**src/rtl/monitor_contador16_if.sv**
```systemverilog
// Signal bundle between contador_de16_bits (and its drivers) and the monitor.
// The master side drives the counter's controls and outputs; the slave side is the checker.
interface monitor_contador16_if #(
    parameter int CNT_W = 8
);
    logic             ENB;
    logic [1:0]       MODO;
    logic [15:0]      D;
    logic [15:0]      Q;
    logic             RCO;
    logic             Paridad;
    logic             CLR;
    logic             VALID;
    logic             ERR_SEQ;
    logic             ERR_PAR;
    logic [CNT_W-1:0] CNT_RCO;
    logic [15:0]      Q_ESPERADO;

    modport master (
        output ENB, MODO, D, Q, RCO, Paridad, CLR,
        input  VALID, ERR_SEQ, ERR_PAR, CNT_RCO, Q_ESPERADO
    );

    modport slave (
        input  ENB, MODO, D, Q, RCO, Paridad, CLR,
        output VALID, ERR_SEQ, ERR_PAR, CNT_RCO, Q_ESPERADO
    );
endinterface

```
**src/rtl/monitor_contador16.sv**
```systemverilog
// Checker for contador_de16_bits: predicts each Q from the previous cycle's controls,
// verifies parity, counts RCO pulses and raises sticky error flags.
module monitor_contador16 #(
    parameter bit PAR_IMPAR = 1'b0,
    parameter int CNT_W     = 8
) (
    input  logic                 CLK,
    input  logic                 RST_N,
    monitor_contador16_if.slave  mon
);
    typedef enum logic [1:0] {INICIO, SEGUIR, FALLA} estado_t;

    estado_t          state_reg, state_next;
    logic [15:0]      q_prev_reg, d_prev_reg;
    logic [1:0]       modo_prev_reg;
    logic             enb_prev_reg;
    logic             valid_reg;
    logic             err_seq_reg, err_seq_next;
    logic             err_par_reg, err_par_next;
    logic [CNT_W-1:0] cnt_rco_reg, cnt_rco_next;
    logic [15:0]      q_esperado_reg;
    logic [15:0]      pred_actual, pred_siguiente;
    logic             par_ok;

    function automatic logic [15:0] predecir(input logic enb, input logic [1:0] modo,
                                             input logic [15:0] q, input logic [15:0] d);
        if (!enb)
            return q;
        case (modo)
            2'b00:   return q + 16'd1;
            2'b01:   return q - 16'd1;
            2'b10:   return q - 16'd3;
            default: return d;
        endcase
    endfunction

    // Prediction for the Q sampled now, and for the Q that will be sampled next edge.
    assign pred_actual    = predecir(enb_prev_reg, modo_prev_reg, q_prev_reg, d_prev_reg);
    assign pred_siguiente = predecir(mon.ENB, mon.MODO, mon.Q, mon.D);
    assign par_ok         = (mon.Paridad == ((^mon.Q) ^ PAR_IMPAR));

    always_comb begin
        state_next   = state_reg;
        err_seq_next = err_seq_reg;
        err_par_next = err_par_reg;
        cnt_rco_next = cnt_rco_reg;
        if (mon.CLR) begin
            // CLR outranks any error or RCO event on the same edge.
            err_seq_next = 1'b0;
            err_par_next = 1'b0;
            cnt_rco_next = '0;
            state_next   = SEGUIR;
        end else begin
            case (state_reg)
                INICIO: state_next = SEGUIR;
                SEGUIR, FALLA: begin
                    if (state_reg == SEGUIR && mon.Q != pred_actual) begin
                        err_seq_next = 1'b1;
                        state_next   = FALLA;
                    end
                    if (!par_ok)
                        err_par_next = 1'b1;
                    if (mon.RCO && enb_prev_reg && cnt_rco_reg != '1)
                        cnt_rco_next = cnt_rco_reg + CNT_W'(1);
                end
                default: state_next = INICIO;
            endcase
        end
    end

    always_ff @(posedge CLK or negedge RST_N) begin
        if (!RST_N) begin
            state_reg      <= INICIO;
            q_prev_reg     <= '0;
            d_prev_reg     <= '0;
            modo_prev_reg  <= '0;
            enb_prev_reg   <= 1'b0;
            valid_reg      <= 1'b0;
            err_seq_reg    <= 1'b0;
            err_par_reg    <= 1'b0;
            cnt_rco_reg    <= '0;
            q_esperado_reg <= '0;
        end else begin
            state_reg      <= state_next;
            q_prev_reg     <= mon.Q;
            d_prev_reg     <= mon.D;
            modo_prev_reg  <= mon.MODO;
            enb_prev_reg   <= mon.ENB;
            valid_reg      <= 1'b1;
            err_seq_reg    <= err_seq_next;
            err_par_reg    <= err_par_next;
            cnt_rco_reg    <= cnt_rco_next;
            q_esperado_reg <= pred_siguiente;
        end
    end

    assign mon.VALID      = valid_reg;
    assign mon.ERR_SEQ    = err_seq_reg;
    assign mon.ERR_PAR    = err_par_reg;
    assign mon.CNT_RCO    = cnt_rco_reg;
    assign mon.Q_ESPERADO = q_esperado_reg;
endmodule

```
**src/flat_wrapper.sv**
```systemverilog
// flat-port wrapper written by rule: the top's interface ports become plain ports
module monitor_contador16_flat 
#(
    parameter bit PAR_IMPAR = 1'b0,
    parameter int CNT_W     = 8
)
  (CLK, RST_N, mon_ENB, mon_MODO, mon_D, mon_Q, mon_RCO, mon_Paridad, mon_CLR, mon_VALID, mon_ERR_SEQ, mon_ERR_PAR, mon_CNT_RCO, mon_Q_ESPERADO);
  monitor_contador16_if #(.CNT_W(CNT_W)) mon_i ();
  input  logic CLK;
  input  logic RST_N;
  input wire logic [$bits(mon_i.ENB)-1:0] mon_ENB;
  input wire logic [$bits(mon_i.MODO)-1:0] mon_MODO;
  input wire logic [$bits(mon_i.D)-1:0] mon_D;
  input wire logic [$bits(mon_i.Q)-1:0] mon_Q;
  input wire logic [$bits(mon_i.RCO)-1:0] mon_RCO;
  input wire logic [$bits(mon_i.Paridad)-1:0] mon_Paridad;
  input wire logic [$bits(mon_i.CLR)-1:0] mon_CLR;
  output wire logic [$bits(mon_i.VALID)-1:0] mon_VALID;
  output wire logic [$bits(mon_i.ERR_SEQ)-1:0] mon_ERR_SEQ;
  output wire logic [$bits(mon_i.ERR_PAR)-1:0] mon_ERR_PAR;
  output wire logic [$bits(mon_i.CNT_RCO)-1:0] mon_CNT_RCO;
  output wire logic [$bits(mon_i.Q_ESPERADO)-1:0] mon_Q_ESPERADO;
  assign mon_i.ENB = mon_ENB;
  assign mon_i.MODO = mon_MODO;
  assign mon_i.D = mon_D;
  assign mon_i.Q = mon_Q;
  assign mon_i.RCO = mon_RCO;
  assign mon_i.Paridad = mon_Paridad;
  assign mon_i.CLR = mon_CLR;
  assign mon_VALID = mon_i.VALID;
  assign mon_ERR_SEQ = mon_i.ERR_SEQ;
  assign mon_ERR_PAR = mon_i.ERR_PAR;
  assign mon_CNT_RCO = mon_i.CNT_RCO;
  assign mon_Q_ESPERADO = mon_i.Q_ESPERADO;
  monitor_contador16 #(.PAR_IMPAR(PAR_IMPAR), .CNT_W(CNT_W)) u_core (.CLK(CLK), .RST_N(RST_N), .mon(mon_i));
endmodule
```
**config.mk**
```make
export PLATFORM = sky130hd
export DESIGN_NAME = monitor_contador16_flat
export DESIGN_NICKNAME = d
export VERILOG_FILES = /design/src/rtl/monitor_contador16_if.sv /design/src/rtl/monitor_contador16.sv /design/src/flat_wrapper.sv
export SDC_FILE = /design/constraint.sdc
export NUM_CORES = 1
export LEC_CHECK = 0
export ABC_AREA = 1
export BUFFER_PORTS_ARGS = -buffer_cell sky130_fd_sc_hd__buf_2
export CAP_MARGIN = 40
export CORE_MARGIN = 2
export CORE_UTILIZATION = 48
export DETAILED_ROUTE_END_ITERATION = 10
export PLACE_DENSITY = 0.69
export SYNTH_ARGS = -nofsm -noshare
export SYNTH_HDL_FRONTEND = slang
export SYNTH_SLANG_ARGS = --single-unit
```
**constraint.sdc**
```tcl
create_clock -name CLK -period 6.3 [get_ports CLK]
set_input_delay 1.575 -clock CLK [delete_from_list [all_inputs] [get_ports CLK]]
set_output_delay 1.575 -clock CLK [all_outputs]
set_load 0.05 [all_outputs]
```
### Word level (Yosys, flattened, before mapping)

Cells that the tools add are included.

* add/sub/neg operators: 7
* multiply operators: 0
* divide/modulo/power cells: 0
* magnitude comparators: 0
* equality and inequality tests: 11
* shifts and indexed selects: 0
* mux-type cells: 16
* bitwise operators: 0
* reductions and logical operators: 14

Operators by type and width (number)
* one-hot mux 16 bit (3 select lines): 2
* adder 16 x 1 -> 16 bit (second input constant): 2
* 2-to-1 mux 16 bit: 2
* subtractor 16 x 1 -> 16 bit (second input constant): 2
* subtractor 16 x 2 -> 16 bit (second input constant): 2
* 2-to-1 mux 8 bit: 3
* != test 16 bit: 1
* XOR reduction 16 bit: 1
* adder 8 x 1 -> 8 bit (second input constant): 1
* != test 8 bit (second input constant): 1
* equality test 2 x 1 -> 1 bit (second input constant): 3
* equality test 2 bit (second input constant): 3
* logical NOT 2 bit: 3
* 2-to-1 mux 1 bit: 6
* AND reduction 2 bit: 3
* nonzero test 2 bit: 3
* 2-to-1 mux 2 bit: 2
* one-hot mux 2 bit (2 select lines): 1
* logical AND 1 bit: 3
* != test 3 x 2 -> 1 bit (second input constant): 1
* != test 2 bit (second input constant): 1
* OR reduction 2 bit: 1
* equality test 1 bit: 1

* flip-flop bits (word level): 64
* bits in latches: 0
* bits in writable memories: 0
* bits in read-only memories: 0
* bits of input ports: 40
* output and inout port bits: 27
* word-level logic and storage cells: 58
* memories: 0

### Depth between registers and ports, before layout

Gate-level depths: netlist (run 1).

* depth in word-level cells: 8
* mapped depth: 25
* depth with buffers taken out: 25

### Least setup slack after synthesis (run 1)

OpenSTA, ideal clock, no wires.

* path kind: input -> register
* from: input port mon_MODO[1]
* to: register u_core.q_esperado_reg[13] (netlist: u_core.mon.Q_ESPERADO[13])
* setup time: 0.117 ns
* arrival time: 3.672 ns
* path slack: 2.512 ns
* stages on the path: 18
* buffers on the path: 0
* path through: inv_1 ha_1 inv_1 ha_1 a21oi_1 nand2_1 inv_1 nor2_1 nor2_1 o21ai_1 a21boi_1 o21ai_2 nand2_1 nand2_1 a21oi_1 o21ai_0 nand2_1 nand2_1

* cells in the longest elaborated chain, start to end: 3

Ends and longest elaborated chain
* start: declaration: RTL line flat_wrapper.sv:12 `input wire logic [$bits(mon_i.MODO)-1:0] mon_MODO;`
* equality test 2 bit (tied with other cells): RTL line monitor_contador16.sv:29 `case (modo)`
* one-hot mux 16 bit (3 select lines) *: RTL line monitor_contador16.sv:29
* 2-to-1 mux 16 bit *: RTL line monitor_contador16.sv:29
* named net u_core.pred_siguiente[13]: RTL line monitor_contador16.sv:22 `logic [15:0] pred_actual, pred_siguiente;`
* end signal: assignment: RTL line monitor_contador16.sv:93 `q_esperado_reg <= pred_siguiente;`
* end: declaration: RTL line monitor_contador16.sv:21 `logic [15:0] q_esperado_reg;`

Mark *: on every way through the listed nets, which the timed path passes. The rest lies on a longest branch.
A chain may end at the register's enable or synchronous reset.

### Final worst setup path (run 1)

Ends and elaborated chain as after synthesis.

==> results.sh, run 1 <==
export IMPL_status="finished, final reports clean"
export IMPL_power_density_nw_per_um2=255
export IMPL_synth_area_um2=4640
export IMPL_antenna_found_initial=0
export IMPL_mostFrequentLayoutCells="203 x nand2_1, 81 x inv_1, 66 x buf_2"
export IMPL_synthArstFlopShare=1.00
export IMPL_tightestPinTransition_ns=0.795
export IMPL_die_w_um=102
export IMPL_grt_max_degree=65
export IMPL_synth_edf_count=0
export IMPL_layout_drive_gt1_share=0.136
export IMPL_finalSetupTns_ns=0
export IMPL_chipHeight_um=102
export IMPL_final_cells=857
export IMPL_viasPerCell=5.15
export IMPL_crit_fanout=13
export IMPL_initial_utilization=0.497
export IMPL_n_antenna_cell=0
export IMPL_worstPathRequired_ns=6.54
export IMPL_globalplace_congestion=0.963
export IMPL_wirelength_mm=12.3
export IMPL_placed_cells_incl_taps=842
export IMPL_holdBufCountCts=0
export IMPL_cts_root_buffer="clkbuf_8"
export IMPL_numCtsBuffers=9
export IMPL_layout_setup_ws_ns=2.39
export IMPL_cts_tree="built"
export IMPL_postCtsSetupRepairBufs=0
export IMPL_holdWs_ns=0.487
export IMPL_dieArea_um2=10500
export IMPL_syn_instance_count=655
export IMPL_drc=0
export IMPL_synth_area_leader_cell="dfrtp_1"
export IMPL_firstDrtPassIters=6
export IMPL_power_total_mw=1.35
export IMPL_cts_resized=0
export IMPL_peakVddDrop_uv=137
export IMPL_end_kind="flip-flop"
export IMPL_synth_cell_types=37
export IMPL_cp_common_cell="nand2_1"
export IMPL_path_class="primary input to flip-flop"
export IMPL_start_kind="primary input"
export IMPL_period_needed_ns=3.91
export IMPL_final_area_um2=5290
export IMPL_clk_path_buf_depth=2
export IMPL_dpl_cell_area_um2=5100
export IMPL_fmax_ghz=0.256
export IMPL_critPathSlowestCell="ha_1"
export IMPL_cts_htree_levels=3
export IMPL_io_pins=67
export IMPL_pre_cts_ws_ns=2.02
export IMPL_avgSynthCellArea_um2=7.08
export IMPL_ys_warn_count=0
export IMPL_grt_overflow=0
export IMPL_finalHoldViolCount=0
export IMPL_synthTopCellsByArea="dfrtp_1 35%, nand2_1 16%, ha_1 10%, nand3_1 6.6%, inv_1 6.6%"
export IMPL_finClkSkew_ns=0.0109
export IMPL_cts_sinks=64
export IMPL_numPortBuffers=66
export IMPL_hold_class="flip-flop to flip-flop"
export IMPL_cap_violations=0
export IMPL_wl_per_cell_um=14.4
export IMPL_path_cells="buf_2 > inv_1 > ha_1 > inv_1 > ha_1 > a21oi_1 > nand2_1 > inv_1 > nor2_1 > nor2_1 > o21ai_1 > a21boi_1 > o21ai_2 > nand2_1 > nand2_1 > a21oi_1 > o21ai_0 > nand2_1 > nand2_1"
export IMPL_crit_buf_inv=4
export IMPL_ys_flop_type="dfrtp_1"
export IMPL_grt_usage=0.253
export IMPL_rows=35
export IMPL_clock_latency_ns=0.34
export IMPL_path_delay_family="compound AO/OA/AOI/OAI gates"
export IMPL_final_common_cell="nand2_1"
export IMPL_route_antenna_remaining_nets=0
export IMPL_finalSetupViolCount=0
export IMPL_arrival_ns=4.15
export IMPL_syn_to_final_growth_pct=14.0
export IMPL_p_leak_nw=2.90
export IMPL_grt_pass1_wl_mm=20.5
export IMPL_coreArea_um2=9330
export IMPL_dp_hpwl_mm=9.64
export IMPL_grt_pass1_vias=4187
export IMPL_slew_viol_final=0
export IMPL_netlist_area_leader_share=0.345
export IMPL_path_clk_slew_ns=0.08
export IMPL_synth_fp_nets=735
export IMPL_synth_seq_cells=64
export IMPL_final_util=0.567
export IMPL_relSlewSlack=0.470
export IMPL_cpPeakStageDelay_ns=0.37
export IMPL_fin_crit_sh=0.621
export IMPL_ys_seq_area_frac=0.345
export IMPL_vias=4416
export IMPL_nNetsFinal=804
export IMPL_drtIter0Drc=266
export IMPL_rsz0062_at_grt="false"
==> layout make-up <==
class	count	area [um2]
clock buffer	10	128
clock inverter	5	58.8
fill	933	4040
inverter	85	319
multi-input combinational	497	2680
sequential	64	1600
tap	129	161
timing repair buffer	67	338
==> worst register-to-register path: stages (launching register included) <==
cell     delay (ns)
dfrtp_1        0.42
ha_1           0.36
inv_1          0.41
ha_1           0.40
nand2_1        0.15
inv_1          0.07
a21oi_1        0.20
nand2_1        0.12
nand2_1        0.07
nand3_1        0.08
nand2_1        0.11
nand2_1        0.06
nand2_1        0.06
nand2_1        0.05
nor2_1         0.11
nand2_1        0.08
nor3_2         0.10
nand2_1        0.08
nand2_1        0.08
nand2_1        0.06
nand2_1        0.10
nand2_1        0.07
==> cell families (layout without fill, tap and decap cells) <==
family,count (synthesis),in the layout,share of synthesized area
AND/OR/NAND/NOR,336,336,0.308
AO/OA/AOI/OAI,96,96,0.113
buffers and inverters,94,167,0.0769
flip-flops,64,64,0.345
adder cells (fa/ha/maj),40,40,0.111
XOR/XNOR,24,24,0.0453
other,1,1,0.000809
==> where the power goes <==
part | switching (mW) | internal, mW | total (mW)
Clock | 0.164 | 0.181 | 0.344
Combinational | 0.358 | 0.170 | 0.528
Sequential | 0.0235 | 0.451 | 0.475
Total | 0.545 | 0.802 | 1.35
==> synth_stat cells (5+ instances only) <==
cell / n
o211ai_1: 5
a21oi_1: 45
nand3b_1: 5
nor2_1: 41
or2_2: 12
nand4_1: 5
xnor2_1: 12
o21ai_0: 28
dfrtp_1: 64
ha_1: 38
clkbuf_1: 6
nand3_1: 61
inv_1: 81
nand2_1: 203
xor2_1: 12
==> metal layers <==
metal	track usage	up-vias	wire length [um]
li1	-	2263	-
met1	0.372	2026	6130
met2	0.388	112	5490
met3	0.0260	15	422
met4	0.0903	0	254
met5	0	-	0
==> final timing paths <==
kind	slack (ns)	to	depth (start not counted)	startpoint
worst max-delay path	2.39	u_core.mon.Q_ESPERADO[13]	19	mon_MODO[1]
worst min-delay path	0.49	u_core.mon.ERR_SEQ	2	u_core.mon.ERR_SEQ
worst max register to register	2.96	u_core.state_reg[1]	21	u_core.modo_prev_reg[0]
worst min register to register	0.49	u_core.mon.ERR_SEQ	2	u_core.mon.ERR_SEQ
max in group asynchronous	4.37	u_core.mon.CNT_RCO[2]	2	RST_N
min in group asynchronous	1.41	u_core.mon.Q_ESPERADO[12]	2	RST_N
Power figures use the tool's default switching activity.
==> run 2, diff against run 1 <==
PLACE_DENSITY = 0.71   (was 0.69)
clock period = 3.25 ns   (was 6.3 ns; I/O delays follow)
==> run 2 against run 1 <==
Compared with the run above:
- sequential share of layout area down 2.0 points
- non-clock buffer count up 16
- via count up 5.3%
- clock skew up 0.0056 ns
- critical path depth up 4
- critical endpoint is now u_core.state_reg[1]
- largest power group unchanged
==> results.sh, run 2 (same netlist as run 1, synthesis figures left out) <==
export IMPL_start_kind="flip-flop"
export IMPL_cts_htree_levels=3
export IMPL_rows=35
export IMPL_numPortBuffers=66
export IMPL_dpl_cell_area_um2=5160
export IMPL_io_pins=67
export IMPL_cts_root_buffer="clkbuf_8"
export IMPL_path_class="flip-flop to flip-flop"
export IMPL_finalSetupTns_ns=0
export IMPL_vias=4650
export IMPL_drc=0
export IMPL_worstPathRequired_ns=3.47
export IMPL_relSlewSlack=0.462
export IMPL_coreArea_um2=9330
export IMPL_wirelength_mm=12.9
export IMPL_grt_pass1_wl_mm=20.6
export IMPL_wl_met1_mm=5.99
export IMPL_globalplace_congestion=0.973
export IMPL_r2r_slack_ns=0.16
export IMPL_wl_per_cell_um=14.8
export IMPL_rr_worst_depth=23
export IMPL_final_cells=873
export IMPL_grt_max_degree=65
export IMPL_chipHeight_um=102
export IMPL_cts_tree="built"
export IMPL_firstDrtPassIters=4
export IMPL_final_common_cell="nand2_1"
export IMPL_hold_class="flip-flop to flip-flop"
export IMPL_mostFrequentLayoutCells="194 x nand2_1, 76 x inv_1, 66 x buf_2"
export IMPL_layout_drive_gt1_share=0.210
export IMPL_initial_utilization=0.497
export IMPL_path_clk_slew_ns=0.07
export IMPL_grt_usage=0.252
export IMPL_power_density_nw_per_um2=483
export IMPL_clk_path_buf_depth=2
export IMPL_arrival_ns=3.31
export IMPL_fmax_ghz=0.323
export IMPL_holdCritStartpoint="u_core.mon.ERR_PAR"
export IMPL_peakVddDrop_uv=256
export IMPL_numCtsBuffers=9
export IMPL_rsz0062_at_grt="true"
export IMPL_viasPerCell=5.33
export IMPL_dp_hpwl_mm=9.87
export IMPL_crit_fanout=6
export IMPL_dr_wl_met2_mm=6.07
export IMPL_period_needed_ns=3.09
export IMPL_antenna_found_initial=0
export IMPL_status="finished, final reports clean"
export IMPL_grt_pass1_vias=4347
export IMPL_n_antenna_cell=0
export IMPL_r2r_start="u_core.modo_prev_reg[1]"
export IMPL_holdWs_ns=0.488
export IMPL_cap_violations=0
export IMPL_nNetsFinal=820
export IMPL_final_area_um2=5650
export IMPL_holdBufCountCts=0
export IMPL_placed_cells_incl_taps=850
export IMPL_end_kind="flip-flop"
export IMPL_finalSetupViolCount=0
export IMPL_tightestPinTransition_ns=0.807
export IMPL_syn_to_final_growth_pct=21.9
export IMPL_fin_crit_sh=0.952
export IMPL_dieArea_um2=10500
export IMPL_finalHoldViolCount=0
export IMPL_wl_met3_um=608
export IMPL_p_leak_nw=2.99
export IMPL_route_antenna_remaining_nets=0
export IMPL_clock_latency_ns=0.34
export IMPL_r2r_end="u_core.state_reg[1]"
export IMPL_grt_overflow=0
export IMPL_finClkSkew_ns=0.0165
export IMPL_whs_path_depth=2
export IMPL_drtIter0Drc=289
export IMPL_die_w_um=102
export IMPL_hold_end="u_core.mon.ERR_PAR"
export IMPL_slew_viol_final=0
export IMPL_top_layer="met4"
export IMPL_cts_sinks=64
==> run 2: worst max path at each step <==
stage / endpoint / slack (ns) / startpoint / cells past startpoint
floorplan: u_core.mon.Q_ESPERADO[13] / 0.22 / mon_MODO[1] / 18
finish: u_core.state_reg[1] / 0.16 / u_core.modo_prev_reg[1] / 23
CTS: u_core.state_reg[1] / 0.07 / u_core.modo_prev_reg[1] / 22
detailed placement: u_core.mon.Q_ESPERADO[14] / -0.14 / mon_MODO[1] / 13
global placement: u_core.mon.Q_ESPERADO[14] / -0.15 / mon_MODO[1] / 13
global route: u_core.state_reg[1] / -0.08 / u_core.modo_prev_reg[1] / 23
==> run 2: where the power goes <==
| group | internal (mW) | switching, mW | leakage (nW) |
|---|---|---|---|
| combinational | 0.398 | 0.747 | 2.13 |
| sequential | 0.875 | 0.0450 | 0.769 |
| clock | 0.371 | 0.297 | 0.0925 |
==> run 2: layer usage <==
layer / global-route usage / vias to the layer above
met5: 0 / -
met4: 0.0749 / 0
met3: 0.0335 / 24
met2: 0.402 / 132
met1: 0.359 / 2192
li1: - / 2302
==> run 2: final cells by class <==
class	count	area, um2
fill	870	3670
multi-input combinational	497	2900
sequential	64	1600
timing repair buffer	83	478
inverter	85	323
tap	129	161
clock buffer	12	145
clock inverter	3	42.5
==> run 2: critical path: stages (launching register included) <==
cell	delay, ns
dfrtp_1	0.39
inv_2	0.07
ha_4	0.29
clkinvlp_4	0.15
buf_4	0.19
buf_4	0.14
ha_2	0.38
inv_1	0.09
nor3_2	0.24
a21oi_1	0.12
nand2_1	0.08
nand2_1	0.04
nand3_1	0.07
nand2_1	0.07
nand2_1	0.06
nand2_1	0.05
nand2_1	0.05
nand2_1	0.05
nor2_1	0.10
nand2_1	0.07
nand2_1	0.07
nand2_1	0.07
nand2_1	0.09
nand2_1	0.05
==> run 2: what timing repair did <==
item                       4_1_cts  5_1_grt
gates resized for setup          0       52
setup endpoints to repair        0        4
setup buffers                    0        8
==> run 2: per-stage QoR <==
stage | utilization | total power, mW | worst slack (ns)
after global placement | 0.553 | 1.95 | -0.146
final | 0.606 | 2.73 | 0.157
after global routing | 0.606 | 2.92 | -0.0846
after CTS | 0.573 | 2.64 | 0.0739
after detailed placement | 0.553 | 1.97 | -0.141
after floorplan | - | 1.69 | 0.224
